**config.mk**
```make
export PLATFORM = sky130hd
export DESIGN_NAME = usb_kbd_events
export DESIGN_NICKNAME = d
export VERILOG_FILES = /design/src/rtl/usb_kbd_pkg.sv /design/src/rtl/usb_kbd_fifo.sv /design/src/rtl/usb_kbd_events.sv
export SDC_FILE = /design/constraint.sdc
export NUM_CORES = 1
export LEC_CHECK = 0
export ABC_AREA = 1
export BUFFER_PORTS_ARGS = -buffer_cell sky130_fd_sc_hd__buf_4
export CAP_MARGIN = 40
export CORE_UTILIZATION = 30
export DETAILED_ROUTE_END_ITERATION = 8
export PLACE_DENSITY = 0.41
export SLEW_MARGIN = 40
export SYNTH_ARGS = -nofsm -noshare
export SYNTH_HDL_FRONTEND = slang
export SYNTH_HIERARCHICAL = 1
export SYNTH_SLANG_ARGS = --single-unit
```
**constraint.sdc**
```tcl
create_clock -name clk -period 9.2 [get_ports clk]
set_input_delay 0.46 -clock clk [delete_from_list [all_inputs] [get_ports clk]]
set_output_delay 0.46 -clock clk [all_outputs]
set_load 0.02 [all_outputs]
```
**src/rtl/usb_kbd_pkg.sv**
```systemverilog
// usb_kbd_pkg: shared types, usage constants and report helpers for the
// USB boot-keyboard event scanner.
package usb_kbd_pkg;

    localparam int REPORT_BYTES = 8;
    localparam int KEY_BASE     = 2;  // first usage byte in the report
    localparam int KEY_SLOTS    = 6;

    localparam logic [7:0] USAGE_NONE     = 8'h00;
    localparam logic [7:0] USAGE_ROLLOVER = 8'h01;
    localparam logic [7:0] USAGE_MOD_BASE = 8'hE0;

    typedef struct packed {
        logic       pressed;
        logic [7:0] usage;
    } kbd_event_t;

    typedef enum logic [2:0] {
        ST_IDLE,
        ST_MOD,
        ST_REL,
        ST_PRS,
        ST_COMMIT
    } scan_state_t;

    // Usage byte held in key slot s (0..5).
    function automatic logic [7:0] slot(input logic [8*REPORT_BYTES-1:0] r, input int s);
        return r[8*(s+KEY_BASE) +: 8];
    endfunction

    // True when usage u sits in any key slot of r.
    function automatic logic has_usage(input logic [8*REPORT_BYTES-1:0] r, input logic [7:0] u);
        logic hit;
        hit = 1'b0;
        for (int s = 0; s < KEY_SLOTS; s++)
            if (slot(r, s) == u) hit = 1'b1;
        return hit;
    endfunction

    // True when slot s is the first occurrence of its usage, so duplicates act as one key.
    function automatic logic first_use(input logic [8*REPORT_BYTES-1:0] r, input int s);
        logic dup;
        dup = 1'b0;
        for (int j = 0; j < KEY_SLOTS; j++)
            if (j < s && slot(r, j) == slot(r, s)) dup = 1'b1;
        return !dup;
    endfunction

    // Phantom-state report: every key slot reports ErrorRollOver.
    function automatic logic is_rollover(input logic [8*REPORT_BYTES-1:0] r);
        logic all;
        all = 1'b1;
        for (int s = 0; s < KEY_SLOTS; s++)
            if (slot(r, s) != USAGE_ROLLOVER) all = 1'b0;
        return all;
    endfunction

endpackage

```
**src/rtl/usb_kbd_fifo.sv**
```systemverilog
// usb_kbd_fifo: synchronous first-word-fall-through FIFO with occupancy count.
// A push into a full FIFO is accepted when a pop happens in the same cycle.
module usb_kbd_fifo #(
    parameter int WIDTH = 9,
    parameter int DEPTH = 16
) (
    input  logic                       clk,
    input  logic                       rst_n,
    input  logic                       push,
    input  logic [WIDTH-1:0]           push_data,
    input  logic                       pop,
    output logic [WIDTH-1:0]           head,
    output logic                       valid,
    output logic                       full,
    output logic [$clog2(DEPTH):0]     count
);
    localparam int AW = $clog2(DEPTH);

    logic [WIDTH-1:0] mem [DEPTH];
    logic [AW-1:0]    wr_ptr, rd_ptr;
    logic             pop_ok, push_ok;

    assign valid   = (count != '0);
    assign full    = (count == (AW+1)'(DEPTH));
    assign pop_ok  = pop && valid;
    assign push_ok = push && (!full || pop_ok);
    // Hold the head at zero while empty so nothing stale is presented.
    assign head    = valid ? mem[rd_ptr] : '0;

    // Storage write; contents need no reset because count gates the head.
    always_ff @(posedge clk) begin
        if (push_ok) mem[wr_ptr] <= push_data;
    end

    // Pointer and occupancy bookkeeping.
    always_ff @(posedge clk or negedge rst_n) begin
        if (!rst_n) begin
            wr_ptr <= '0;
            rd_ptr <= '0;
            count  <= '0;
        end else begin
            if (push_ok) wr_ptr <= wr_ptr + 1'b1;
            if (pop_ok)  rd_ptr <= rd_ptr + 1'b1;
            if (push_ok && !pop_ok)      count <= count + 1'b1;
            else if (!push_ok && pop_ok) count <= count - 1'b1;
        end
    end

endmodule

```
**src/rtl/usb_kbd_events.sv**
```systemverilog
// usb_kbd_events: diffs successive HID boot keyboard reports and queues
// press/release events for the CPU. Optional auto-repeat is enabled by
// defining USB_KBD_REPEAT_EN.
module usb_kbd_events
    import usb_kbd_pkg::*;
#(
    parameter int FIFO_DEPTH    = 16,
    parameter int REPEAT_DELAY  = 12_500_000,
    parameter int REPEAT_PERIOD = 2_500_000
) (
    input  logic                          clk,
    input  logic                          reset_n_i,
    input  logic [63:0]                   usb_report_i,
    input  logic                          usb_report_valid_i,
    input  logic                          evt_rd_i,
    output logic [8:0]                    evt_data_o,
    output logic                          evt_valid_o,
    output logic [$clog2(FIFO_DEPTH):0]   evt_count_o,
    output logic                          busy_o
);
    if (FIFO_DEPTH < 4 || (FIFO_DEPTH & (FIFO_DEPTH - 1)) != 0 ||
        REPEAT_DELAY < 1 || REPEAT_PERIOD < 1) begin : g_bad_cfg
        $error("usb_kbd_events: illegal parameter set");
    end

    logic [2:0]   sync_q;
    logic         rpt_edge;
    logic [63:0]  pend, cur, prev;
    logic         pend_vld;
    scan_state_t  state;
    logic [2:0]   idx;
    logic         step_emit, fifo_full, fifo_ready, scan_push, stall;
    kbd_event_t   step_evt, push_evt;
    logic         rpt_fire;
    kbd_event_t   rpt_evt;

    assign rpt_edge = sync_q[1] & ~sync_q[2];
    assign busy_o   = (state != ST_IDLE);

    // Two-flop synchroniser plus one delay stage for edge detection.
    always_ff @(posedge clk or negedge reset_n_i) begin
        if (!reset_n_i) sync_q <= '0;
        else            sync_q <= {sync_q[1:0], usb_report_valid_i};
    end

    // Pending slot: newest report wins; a capture beats a same-cycle consume.
    always_ff @(posedge clk or negedge reset_n_i) begin
        if (!reset_n_i) begin
            pend     <= '0;
            pend_vld <= 1'b0;
        end else if (rpt_edge) begin
            pend     <= usb_report_i;
            pend_vld <= 1'b1;
        end else if (state == ST_IDLE) begin
            pend_vld <= 1'b0;
        end
    end

    // Decide whether the current scan step produces an event.
    always_comb begin
        step_emit = 1'b0;
        step_evt  = '0;
        case (state)
            ST_MOD: begin
                step_emit = prev[idx] != cur[idx];
                step_evt  = '{pressed: cur[idx], usage: USAGE_MOD_BASE | {5'b0, idx}};
            end
            ST_REL: begin
                step_evt  = '{pressed: 1'b0, usage: slot(prev, int'(idx))};
                step_emit = step_evt.usage != USAGE_NONE && first_use(prev, int'(idx)) &&
                            !has_usage(cur, step_evt.usage);
            end
            ST_PRS: begin
                step_evt  = '{pressed: 1'b1, usage: slot(cur, int'(idx))};
                step_emit = step_evt.usage != USAGE_NONE && first_use(cur, int'(idx)) &&
                            !has_usage(prev, step_evt.usage);
            end
            default: ;
        endcase
    end

    assign fifo_ready = !fifo_full || evt_rd_i;
    assign stall      = step_emit && !fifo_ready;
    assign scan_push  = step_emit && fifo_ready;
    assign push_evt   = rpt_fire ? rpt_evt : step_evt;

    // Scanner: modifiers, then releases, then presses, then commit.
    always_ff @(posedge clk or negedge reset_n_i) begin
        if (!reset_n_i) begin
            state <= ST_IDLE;
            idx   <= '0;
            cur   <= '0;
            prev  <= '0;
        end else begin
            case (state)
                ST_IDLE: begin
                    idx <= '0;
                    if (pend_vld && !is_rollover(pend)) begin
                        cur   <= pend;
                        state <= ST_MOD;
                    end
                end
                ST_MOD: if (!stall) begin
                    idx <= idx + 1'b1;
                    if (idx == 3'd7) begin
                        idx   <= '0;
                        state <= ST_REL;
                    end
                end
                ST_REL: if (!stall) begin
                    idx <= idx + 1'b1;
                    if (idx == 3'd5) begin
                        idx   <= '0;
                        state <= ST_PRS;
                    end
                end
                ST_PRS: if (!stall) begin
                    idx <= idx + 1'b1;
                    if (idx == 3'd5) begin
                        idx   <= '0;
                        state <= ST_COMMIT;
                    end
                end
                ST_COMMIT: begin
                    prev  <= cur;
                    state <= ST_IDLE;
                end
                default: state <= ST_IDLE;
            endcase
        end
    end

`ifdef USB_KBD_REPEAT_EN
    logic [7:0]  rpt_key, rpt_last;
    logic        rpt_on, rpt_new;
    logic [31:0] rpt_cnt;

    assign rpt_evt  = '{pressed: 1'b1, usage: rpt_key};
    assign rpt_fire = rpt_on && rpt_cnt == '0 && state == ST_IDLE && !fifo_full;

    // Auto-repeat timer: armed by the last new key press, cancelled on its release.
    always_ff @(posedge clk or negedge reset_n_i) begin
        if (!reset_n_i) begin
            rpt_key  <= '0;
            rpt_last <= '0;
            rpt_on   <= 1'b0;
            rpt_new  <= 1'b0;
            rpt_cnt  <= '0;
        end else begin
            if (state == ST_PRS && scan_push && step_evt.usage < USAGE_MOD_BASE) begin
                rpt_last <= step_evt.usage;
                rpt_new  <= 1'b1;
            end
            if (state == ST_COMMIT) begin
                rpt_new <= 1'b0;
                if (rpt_new) begin
                    rpt_key <= rpt_last;
                    rpt_on  <= 1'b1;
                    rpt_cnt <= 32'(REPEAT_DELAY - 1);
                end else if (rpt_on && !has_usage(cur, rpt_key)) begin
                    rpt_on <= 1'b0;
                end
            end else if (rpt_on) begin
                // A missed slot (scan busy or FIFO full) is skipped, not queued.
                if (rpt_cnt == '0) rpt_cnt <= 32'(REPEAT_PERIOD - 1);
                else               rpt_cnt <= rpt_cnt - 1'b1;
            end
        end
    end
`else
    assign rpt_fire = 1'b0;
    assign rpt_evt  = '0;
`endif

    usb_kbd_fifo #(
        .WIDTH (9),
        .DEPTH (FIFO_DEPTH)
    ) u_fifo (
        .clk       (clk),
        .rst_n     (reset_n_i),
        .push      (scan_push | rpt_fire),
        .push_data (push_evt),
        .pop       (evt_rd_i),
        .head      (evt_data_o),
        .valid     (evt_valid_o),
        .full      (fifo_full),
        .count     (evt_count_o)
    );

endmodule

```
==> results.json <==
{
  "r2r-start": "idx[0]",
  "p_per_area_nw_per_um2": 444.4,
  "mostFrequentLayoutCell": "nand2_1",
  "die_w_um": 247.5,
  "drc": 0,
  "clk_latency_ns": 0.58,
  "post-place-ws_ns": 3.534,
  "cp_common_cell": "nand2_1",
  "syn_avg_cell_area_um2": 7.881,
  "crit_required_ns": 9.66,
  "ir_drop_mv": 0.1413,
  "worst_slew_pin_slew_ns": 0.8607,
  "ant_nets": 0,
  "antenna_found_initial": 1,
  "dp_cells": 3066,
  "period_needed_ns": 5.773,
  "synth_cells": 2295,
  "finalSetupViolCount": 0,
  "hold_slack_ns": 0.1175,
  "path_clk_slew_ns": 0.06,
  "start_kind": "flip-flop",
  "end_kind": "flip-flop",
  "drt_iter0_drc": 1126,
  "pwr-share-clk": 0.181,
  "route.vias.total": 15310,
  "crit_type": "flip-flop to flip-flop",
  "grt_pass1_vias": 14420,
  "rows": 89,
  "max_slew_margin": 0.4201,
  "fmax_ghz": 0.1732,
  "setup_ws_ns": 3.427,
  "start_util": 0.3053,
  "seq_area_um2": 9107,
  "p_switching_mw": 4.636,
  "cts_tree": "yes",
  "wl_um": 59990,
  "seqPwrFrac": 0.276,
  "comb_power_share": 0.542,
  "holdCritStartpoint": "usb_report_i[2]",
  "cts_num_sinks": 335,
  "post_drt_wl_per_cell_um": 19.08,
  "ctsResizeCount": 0,
  "vias_per_cell": 4.869,
  "finalCritPeriodShare": 0.6275,
  "cts.path.max_buffers": 3,
  "total_power_mw": 9.248,
  "antenna_cells": 0,
  "drive_gt1_frac": 0.1041,
  "cts_root_buffer": "clkbuf_16",
  "multi_input_area_um2": 7660,
  "coreArea_um2": 59240,
  "die_y_um": 247.5,
  "stdcell_count": 3145,
  "syn2layout_area_growth_pct": 15.06,
  "setup.worst_path.start": "idx[0]",
  "netlist_area_um2": 18090,
  "port_buffers": 75,
  "cts_buffers": 42,
  "hold_path.class": "input port to flip-flop",
  "cp_max_fo": 32,
  "yosysSeqAreaShare": 0.5034,
  "worst_path_max_delay_cell": "a21boi_2",
  "ys_seq_elements": 335,
  "grt_max_degree": 101,
  "switching_share": 0.5012,
  "internal_power_mw": 4.613,
  "leakage_nw": 9.618,
  "drt_pass1_iterations": 7,
  "final_nets": 2421,
  "gp_congestion": 0.9014,
  "yosys_warnings": 6,
  "fill_cells": 6303,
  "synth.distinct_cells": 48,
  "crit_arrival_ns": 6.23,
  "status": "completed",
  "ios": 84,
  "grt-ovfl-total": 0,
  "max-cap-violations": 0,
  "report.final.slew_viol_count": 0,
  "htreeDepth": 2,
  "mostFrequentLayoutCells": "nand2_1 (814), inv_1 (210), nand3_1 (196)",
  "grt_pass1_wl_um": 89880,
  "dp_hpwl_um": 42030,
  "hold_viol_final": 0,
  "grt_setup_unrepaired": "false",
  "grtUsageTotal": 0.1956,
  "dieArea_um2": 61270,
  "syn_nets": 2376,
  "finClkSkew_ns": 0.01993,
  "tns_ns": 0,
  "cpPeakStageDelay_ns": 0.65
}
-- worst paths after layout --
path	end	slack [ns]	cells after the start
max	u_fifo/count[4]	3.43	27
min	pend[2]	0.12	2
max reg2reg	u_fifo/count[4]	3.43	27
min reg2reg	sync_q[1]	0.35	0
max in group asynchronous	idx[0]	7.60	3
min in group asynchronous	u_fifo/rd_ptr[1]	0.45	2
-- routing by layer --
metal / vias up / GRT usage / wire length, um
met5: - / 0 / 0
met4: 0 / 0.05738 / 1307
met3: 72 / 0.02217 / 2712
met2: 392 / 0.3070 / 26960
met1: 7264 / 0.2819 / 29020
li1: 7585 / - / -
-- sequential cells by signal, summed over array words and instances (netlist names), 4 cells and up --
name,count
u_fifo/mem,144
u_fifo/wr_ptr,4
u_fifo/rd_ptr,4
pend,56
cur,56
prev,56
u_fifo/count,5
-- repair_timing --
action	4_1_cts	5_1_grt
hold buffers	2	0
setup buffers	0	0
hold endpoints to repair	62	0
-- power groups by stage --
stage,sequential (mW),combinational (mW),clock (mW)
global placement,2.57,4.93,0
finish,2.56,5.01,1.68
detailed placement,2.58,4.99,0
CTS,2.55,5.01,1.73
global route,2.61,5.59,1.78
floorplan,2.42,3.51,0
-- metrics by stage --
step	cell area, um^2	utilization
global route	20810	0.3513
floorplan	18090	-
finish	20810	0.3513
global placement	19250	0.3250
detailed placement	19350	0.3266
CTS	20790	0.3509
-- cells by family (layout without fill, tap and decap cells) --
logic type,count (synthesis),count (layout),synth area share
buffers and inverters,323,400,0.07797
adder cells (fa/ha/maj),13,13,0.009408
AO/OA/AOI/OAI,234,234,0.06807
AND/OR/NAND/NOR,1351,1351,0.3208
flip-flops,335,335,0.5034
XOR/XNOR,31,31,0.01543
multiplexers,8,8,0.004981
-- synth_stat cells (all sizes together) --
master    n  area (um^2)
o21ai   129        645.6
a21o      1        7.510
or2       1        6.260
clkinv    3        11.26
o221ai    3        26.28
nand3b    1        7.510
a21boi    4        33.78
mux2      8        90.09
o31ai     1        7.510
edfxtp  144         4324
a21oi    79        395.4
and2      1        6.260
o211ai    2        15.01
xor2     29        261.5
nand2   826         3148
inv     219        822.0
ha       12        150.1
a31oi     1        6.260
nand3   219         1209
nor3      3        15.01
a22oi     2        15.01
clkbuf   32        123.9
nor2    209        840.8
nor4      3        18.77
dfrtp   191         4780
buf      69        452.9
nand4    88        550.5
a211oi    3        22.52
o22ai     9        56.30
fa        1        20.02
xnor2     2        17.52
-- area by class of cell --
type                       count  share of cell area
sequential                   335              0.4376
inverter                     222             0.04004
tap                          773             0.04648
clock buffer                  61             0.05790
timing repair buffer         102             0.03962
multi-input combinational   1637              0.3681
clock inverter                15             0.01022
-- critical path: cells and delay by family, from the launching register on --
kind / cells / cell delay, ns
fa+ha+maj: 2 / 0.68
buf+inv: 5 / 1.18
simple gates: 16 / 2.06
flops: 1 / 0.40
compound gates: 4 / 1.29
Power figures use the tool's default switching activity.
